`src/rtl/odd_even_gen.sv`:
```
// odd_even_gen: streams a run of consecutive odd or even values over valid/ready.
// Ports: clk, rst_n (sync, active low), start/sel_odd/start_val/count request,
//   out_ready in; out_valid/out_data stream, busy (run active), done (1-cycle pulse).
module odd_even_gen #(
  parameter int N = 8
) (
  input  logic         clk,
  input  logic         rst_n,
  input  logic         start,
  input  logic         sel_odd,
  input  logic [N-1:0] start_val,
  input  logic [N-1:0] count,
  input  logic         out_ready,
  output logic         out_valid,
  output logic [N-1:0] out_data,
  output logic         busy,
  output logic         done
);

  localparam logic [1:0] S_IDLE = 2'd0;
  localparam logic [1:0] S_RUN  = 2'd1;
  localparam logic [1:0] S_DONE = 2'd2;

  logic [1:0]   state_q, state_d;
  logic         out_valid_q, out_valid_d;
  logic [N-1:0] out_data_q, out_data_d;
  logic         busy_q, busy_d;
  logic         done_q, done_d;
  logic [N-1:0] rem_q, rem_d;

  logic [N-1:0] first_val;
  logic         fix;

  // Bump the seed by one when its parity disagrees with the request;
  // the parity of the run is then carried by out_data itself.
  assign fix       = start_val[0] ^ sel_odd;
  assign first_val = start_val + {{(N-1){1'b0}}, fix};

  always_comb begin
    state_d     = state_q;
    out_valid_d = out_valid_q;
    out_data_d  = out_data_q;
    busy_d      = busy_q;
    done_d      = 1'b0;
    rem_d       = rem_q;
    unique case (state_q)
      S_IDLE: begin
        if (start) begin
          if (count != '0) begin
            state_d     = S_RUN;
            out_valid_d = 1'b1;
            out_data_d  = first_val;
            busy_d      = 1'b1;
            rem_d       = count;
          end else begin
            state_d = S_DONE;
            done_d  = 1'b1;
          end
        end
      end
      S_RUN: begin
        if (out_valid_q && out_ready) begin
          rem_d = rem_q - 1'b1;
          if (rem_q == {{(N-1){1'b0}}, 1'b1}) begin
            state_d     = S_DONE;
            out_valid_d = 1'b0;
            busy_d      = 1'b0;
            done_d      = 1'b1;
          end else begin
            out_data_d = out_data_q + {{(N-2){1'b0}}, 2'b10};
          end
        end
      end
      S_DONE: begin
        state_d = S_IDLE;
      end
      default: begin
        state_d     = S_IDLE;
        out_valid_d = 1'b0;
        busy_d      = 1'b0;
      end
    endcase
  end

  always_ff @(posedge clk) begin
    if (!rst_n) begin
      state_q     <= S_IDLE;
      out_valid_q <= 1'b0;
      out_data_q  <= '0;
      busy_q      <= 1'b0;
      done_q      <= 1'b0;
      rem_q       <= '0;
    end else begin
      state_q     <= state_d;
      out_valid_q <= out_valid_d;
      out_data_q  <= out_data_d;
      busy_q      <= busy_d;
      done_q      <= done_d;
      rem_q       <= rem_d;
    end
  end

  assign out_valid = out_valid_q;
  assign out_data  = out_data_q;
  assign busy      = busy_q;
  assign done      = done_q;

endmodule

```
`config.mk`:
```
export PLATFORM = sky130hd
export DESIGN_NAME = odd_even_gen
export DESIGN_NICKNAME = d
export VERILOG_FILES = /design/src/rtl/odd_even_gen.sv
export SDC_FILE = /design/constraint.sdc
export NUM_CORES = 1
export LEC_CHECK = 0
export CAP_MARGIN = 20
export CORE_UTILIZATION = 45
export DETAILED_ROUTE_END_ITERATION = 10
export GPL_TIMING_DRIVEN = 0
export MAX_ROUTING_LAYER = met4
export PLACE_DENSITY = 0.82
export SETUP_SLACK_MARGIN = 0.3
export SLEW_MARGIN = 25
export SYNTH_ARGS = -nofsm -noshare
export SYNTH_HDL_FRONTEND = slang
export SYNTH_SLANG_ARGS = --single-unit
```
`constraint.sdc`:
```
create_clock -name clk -period 4.5 [get_ports clk]
set_clock_uncertainty 0.2 [all_clocks]
set_input_delay 1.125 -clock clk [delete_from_list [all_inputs] [get_ports clk]]
set_output_delay 1.125 -clock clk [all_outputs]
set_load 0.02 [all_outputs]
```
# After elaboration in Yosys (flattened, before gate mapping)

Cells that the tools add are included.

Eq/ne operators: 8
Add/subtract/negate cells: 3
Reductions and logical operators: 8
Mux-type cells: 24
Bitwise operators: 2

Operators with widths:

| cell                | number |
|---|---|
| $mux 8              | 7 |
| $pmux 8 s2          | 2 |
| $ne 2x2->1 const B  | 5 |
| $reduce_and 5->1    | 2 |
| $add 8x1->8         | 1 |
| $add 8x2->8 const B | 1 |
| $eq 8x1->1 const B  | 1 |
| $mux 1              | 8 |
| $mux 2              | 4 |
| $reduce_bool 8->1   | 1 |
| $sub 8x1->8 const B | 1 |
| $pmux 2 s2          | 1 |
| $reduce_and 4->1    | 1 |
| $pmux 1 s3          | 1 |
| $reduce_and 3->1    | 1 |
| $eq 2x1->1 const B  | 1 |
| $eq 2x2->1 const B  | 1 |
| $logic_not 2->1     | 1 |
| $pmux 1 s2          | 1 |
| $reduce_bool 2->1   | 1 |
| $logic_and 1x1->1   | 1 |
| $not 1->1           | 1 |
| $xor 1x1->1         | 1 |

Word-level logic and storage cells: 50
Bits in registers: 20
Output and inout port bits: 11

# Longest topological paths before layout

Gate-level depths: netlist (run 1).

Word-level depth: 5
Gate-level depth with buffers: 8

# Least setup slack after synthesis (run 1)

Ideal clock, no wire load.

Path kind: input-to-reg
Start point: in count[0]
End point: reg out_data_q[1], in the netlist out_data[1]
Required time: 4,181 ps
Path buffers: 1
Arrival time: 2,576 ps
Path slack: 1,606 ps
Stages on the path: 6
Cell sequence: or4_1 o32ai_4 a21o_2 buf_6 nor2_1 o221a_1

Cells in the longest elaborated chain, start to end: 3

Ends and longest elaborated chain:

| element                    | line | text |
|---|---|---|
| start, declared            | 12   | `input logic [N-1:0] count,` |
| $reduce_bool 8->1          | 49   | `if (count != '0) begin` |
| $ne 2x2->1 (no line)       | --   |  |
| $reduce_and 5->1 (no line) | --   |  |
| end signal, assigned       | 96   | `out_data_q <= out_data_d;` |
| end, declared              | 26   | `logic [N-1:0] out_data_q, out_data_d;` |

No other way between the ends.
A chain may end at the register's enable or synchronous reset.

# Worst setup path in the final report (run 1)

Ends and elaborated chain as after synthesis.

==> flow_summary.toml, run 1 <==
[worst_hold_path]
worstHoldPathCells = 2
worstHoldStart = "out_data[0]"
hp-class = "reg2reg"
hold_end = "out_data[0]"

[clock_network]
cts_sinks = 20
htreeDepth = 1
tritoncts = "built"
clock_latency_ns = 0.31
cts-buffers-inserted = 3
cts_buffer_depth = 2
cts_root_buffer = "clkbuf_4"
postCtsHoldBufs = 0
post_cts_buffers = 0
cts_resized = 0
path_clk_slew_ns = 0.12

[timing]
slew_viol_final = 0
setup_viol = 0
tightest_slew_ns = 0.552
worst_slack_ns = 1.32
period_minus_slack_ns = 3.18
rsz0062_at_grt = "false"
timing.final.crit_share_pct = 70.7
finalHoldViolCount = 0
slew_headroom_pct = 63.2
timing.setup.tns_ns = 0
max_freq_mhz = 314

[die]
die-area_sq_um = 3170
die_height_microns = 56.3
boundaryPins = 32
die_width_microns = 56.3
core_sq_um = 2780
start_util_pct = 47.7
row_count = 19

[setup_path]
path_cells = "clkdlybuf4s50_1, or4_1, o32ai_4, a21o_2, buf_6, nor2_1, o221a_1"
reg2reg_depth = 6
cp-end-kind = "flop"
cp-start-kind = "input pin"
cp_top_family = "compound AO/OA/AOI/OAI gates"
required_ns = 4.51
critical_path_class = "in2reg"
r2r_start = "rem_q[2]"
slowest_stage = "or4_1"
slowest_delay_ns = 0.61
reg2reg_slack_ns = 2.26
reg2reg_to = "out_data[1]"
arrival_ns = 3.20
cp_num_buf_inv = 2
cp_max_fo = 10

[global_routing]
grt_pass1_vias = 1351
grt_max_degree = 12
grt_use_total_pct = 24.3
antenna_found_initial = 0
overflow = 0
grt_first_pass_wirelength_mm = 6.00

[routing]
vias = 1401
drt_iter0_drc = 53
wl_per_cell_microns = 15.4
drc_errors = 0
routed_wl_mm = 3.61
wl_met2_mm = 1.74
final_antenna_net_count = 0
met1Wirelength_mm = 1.55
routed_via_density = 5.99
first_pass_iters = 4
maxUsedRoutingLayer = "met4"
wl_met3_microns = 256

[yosys]
syn-cell-area_sq_um = 1330
synth.avg_cell_area_sq_um = 7.89
synthCells = 168
synth_edf_count = 0
ys_seq_area_share_pct = 30.2
ys_warn_count = 0
synth_nets = 194
synth.distinct_cells = 44
yosys_most_used_dff = "dfxtp_1"
yosys_register_bits = 20
async_reset_ff_share_pct = 0

[placement]
dp_cells = 230
io_buffer_count = 31
place_congestion = 0.865
dp_hpwl_mm = 2.65
placed_area_sq_um = 1680
pre_cts_slack_ns = 1.01

[final_layout]
final_area_sq_um = 1710
syn2layout_area_growth_pct = 29.1
fin_cells = 234
nets = 230
n_antenna_cell = 0
drive_above_1_share_pct = 7.39
fill_cells = 258

[power_and_ir_drop]
static-leakage-power_nw = 0.630
powerDensity_nw_per_um2 = 303
vdd_ir_drop_max_uv = 220

[flow_run]
drv_cap = 0

[outcome]
status = "complete, no violations"
[synthesized netlist by cell type, types with 3 or more instances]
| library cell | n | area share [%] |
|---|---|---|
| xnor2_1 | 5 | 3.3 |
| inv_1 | 6 | 1.7 |
| dfxtp_1 | 20 | 30 |
| a31oi_1 | 3 | 1.4 |
| nand2_1 | 12 | 3.4 |
| nand2b_1 | 3 | 1.4 |
| a21oi_1 | 19 | 7.2 |
| nand3_1 | 11 | 4.2 |
| xor2_1 | 3 | 2.0 |
| clkbuf_1 | 6 | 1.7 |
| nor2_1 | 17 | 4.8 |
| ha_1 | 5 | 4.7 |
| o21ai_0 | 4 | 1.5 |
| nor2b_1 | 3 | 1.4 |
| o21ai_1 | 4 | 1.5 |
| nor3_1 | 6 | 2.3 |
| and3_1 | 3 | 1.4 |
| nor4_1 | 3 | 1.4 |
[where the power goes]
group          internal (W)  switching, W
Sequential         0.000196     0.0000227
Clock             0.0000494     0.0000599
Combinational     0.0000887      0.000102
Total              0.000334      0.000184
[placed cells by master, fill, tap and decap left out, drive strengths merged, types with 6 or more instances in the layout]
cell type / synthesis / routed
nand2: 12 / 12
nor2: 17 / 17
clkbuf: 6 / 10
nor3: 6 / 6
nand3: 11 / 11
a21oi: 19 / 19
dfxtp: 20 / 20
inv: 6 / 6
clkdlybuf4s50: 0 / 31
o21ai: 8 / 8
[how the worst max path moves through the flow]
stage               slack, ns           to      from  cells after the start
floorplan                1.61  out_data[1]  count[0]                      6
global placement         1.01  out_data[1]  count[0]                      7
detailed placement       1.01  out_data[1]  count[0]                      7
CTS                      1.33  out_data[1]  count[0]                      7
global route             1.24  out_data[1]  count[0]                      7
finish                   1.32  out_data[1]  count[0]                      7
[layer usage]
layer / up-vias / GRT usage [%]
met5: - / -
met4: 0 / 11.1
met3: 10 / 5.53
met2: 61 / 40.1
met1: 647 / 28.0
li1: 683 / -
[registers in the layout, summed over array words and instances (netlist names)]
register	flops
rem_q	8
done	1
busy	1
out_data	8
state_q	2
[cells by family after synthesis]
| family | share of synthesized area, % |
|---|---|
| compound gates | 26.1 |
| xor+xnor | 5.28 |
| fa+ha+maj | 4.72 |
| buf+inv | 5.57 |
| flops | 30.2 |
| simple gates | 28.1 |
[cell type report]
cell class              count  area, sq um  share of cell area (%)
plain buffers              10         51.3                    3.00
flip-flops and latches     20          400                    23.4
clock buffers               4         36.3                    2.12
inverters                   6         22.5                    1.32
well taps                  31         38.8                    2.27
repair buffers             31          310                    18.1
multi-input cells         132          852                    49.8
[stage by stage]
stage | hold slack (ns) | power (W) | utilization, %
after floorplan | 0.284 | 0.000338 | -
after global placement | 0.257 | 0.000404 | 60.2
after detailed placement | 0.265 | 0.000410 | 60.2
after CTS | 0.281 | 0.000518 | 61.5
after global routing | 0.333 | 0.000550 | 61.5
final | 0.279 | 0.000518 | 61.5
[worst min-delay path: stages (launching register included)]
cell	delay (ns)
dfxtp_1	0.33
nand2b_1	0.06
a21oi_1	0.05
No activity file was read; power rests on OpenSTA's default activity.
==> run 2: changes to the inputs <==
==> constraint.sdc (replaced) <==
create_clock -name clk -period 3 [get_ports clk]
set_clock_uncertainty 0.2 [all_clocks]
set_input_delay 0.75 -clock clk [delete_from_list [all_inputs] [get_ports clk]]
set_output_delay 0.75 -clock clk [all_outputs]
set_load 0.02 [all_outputs]
==> run 2 against run 1 <==
Against the previous run: worst hold slack hardly changed; cell count up 0.85%; global-route usage about the same; die area unchanged.
==> flow_summary.toml, run 2 (synthesis gave the netlist of run 1 again) <==
[outcome]
status = "complete, no violations"

[power_and_ir_drop]
vdd_ir_drop_max_uv = 353
p_comb_share_pct = 37.0
net-switching-power_w = 0.000280
powerDensity_nw_per_um2 = 454
pwr-share-seq_pct = 41.8
swShare_pct = 35.7
static-leakage-power_nw = 0.641
p_clk_share_pct = 21.2
intPower_w = 0.000505

[global_routing]
overflow = 0
grt_pass1_vias = 1356
grt_first_pass_wirelength_mm = 6.00
grt_max_degree = 12
antenna_found_initial = 0
grt_use_total_pct = 24.2

[die]
start_util_pct = 47.7
boundaryPins = 32
core_sq_um = 2780
die_height_microns = 56.3
die_width_microns = 56.3
die-area_sq_um = 3170
row_count = 19

[final_layout]
n_antenna_cell = 0
drive_above_1_share_pct = 8.78
layout_common_cells = "31 x clkdlybuf4s50_1, 20 x dfxtp_1, 19 x a21oi_1"
fin_util_pct = 62.2
final_common_cell = "clkdlybuf4s50_1"
fill_cells = 259
syn2layout_area_growth_pct = 30.5
nets = 232

[timing]
tightest_slew_ns = 0.553
max_freq_mhz = 380
period_minus_slack_ns = 2.63
worst_slack_ns = 0.367
rsz0062_at_grt = "false"
timing.final.crit_share_pct = 87.8
slew_viol_final = 0
finalHoldViolCount = 0
slew_headroom_pct = 63.1
setup_viol = 0

[routing]
drt_iter0_drc = 41
drc_errors = 0
final_antenna_net_count = 0
routed_wl_mm = 3.62
wl_per_cell_microns = 15.3
vias = 1421
routed_via_density = 6.02
first_pass_iters = 4

[worst_hold_path]
hp-class = "reg2reg"
worstHoldStart = "out_data[0]"

[setup_path]
slowest_delay_ns = 0.57
cp_top_family = "compound AO/OA/AOI/OAI gates"
arrival_ns = 2.65
critical_path_class = "in2reg"
r2r_start = "rem_q[2]"
slowest_stage = "or4_4"
path_cells = "clkdlybuf4s50_1, or4_4, o32ai_4, a21o_2, buf_6, nor2_1, o221a_1"
cp_num_buf_inv = 2
cp-start-kind = "input pin"
cp-end-kind = "flop"
required_ns = 3.02
cp_max_fo = 10
crit_path_start = "count[4]"

[clock_network]
postCtsHoldBufs = 0
cts-buffers-inserted = 3
clock_latency_ns = 0.31
cts_root_buffer = "clkbuf_4"
cts_buffer_depth = 2
tritoncts = "built"
cts_sinks = 20
path_clk_slew_ns = 0.12
htreeDepth = 1

[placement]
dp_hpwl_mm = 2.65
place_congestion = 0.865
pre_cts_slack_ns = -0.119
io_buffer_count = 31

[flow_run]
drv_cap = 0
-- run 2: power groups by stage --
stage	Clock, W	Combinational [W]	Sequential [W]
finish	0.000166	0.000291	0.000328
global route	0.000182	0.000316	0.000332
CTS	0.000167	0.000288	0.000326
detailed placement	0	0.000282	0.000333
global placement	0	0.000275	0.000331
floorplan	0	0.000165	0.000343
-- run 2: final timing paths --
| check | slack, ns | end | depth (start not counted) |
|---|---|---|---|
| max | 0.37 | out_data[1] | 7 |
| min | 0.28 | out_data[0] | 2 |
| max reg2reg | 0.76 | out_data[1] | 6 |
| min reg2reg | 0.28 | out_data[0] | 2 |
-- run 2: what timing repair did --
action / 4_1_cts / 5_1_grt
resized for setup: 0 / 1
setup endpoints to repair: 7 / 2
setup buffers: 2 / 0
pin swaps: 1 / 1
-- run 2: cell type report --
type	instances	area [sq um]	area share, %
buffer	10	51.3	2.96
clock buffer	4	36.3	2.10
inverter	6	22.5	1.30
multi-input combinational	132	856	49.5
sequential	20	400	23.1
tap	31	38.8	2.24
timing repair buffer	33	325	18.8
-- run 2: metal layers --
layer | GRT usage (%) | up-vias | part of all wire [%]
met5 | - | - | 0
met4 | 9.76 | 0 | 2.2
met3 | 5.30 | 10 | 5.7
met2 | 40.5 | 51 | 49
met1 | 28.3 | 672 | 43
li1 | - | 688 | -
-- run 2: tightest hold or removal path, cell delays in order (launching register included) --
cell      delay (ns)
dfxtp_1         0.33
nand2b_1        0.06
a21oi_1         0.05
-- run 2: stage by stage --
stage | TNS [ns] | power (W) | cell area (sq um) | hold slack, ns | std cells
detailed placement | -0.382 | 0.000614 | 1680 | 0.265 | 230
global placement | -0.225 | 0.000606 | 1680 | 0.257 | 230
floorplan | 0 | 0.000508 | 1330 | 0.284 | 168
CTS | 0 | 0.000782 | 1730 | 0.281 | 236
global route | 0 | 0.000830 | 1730 | 0.333 | 236
finish | 0 | 0.000785 | 1730 | 0.279 | 236
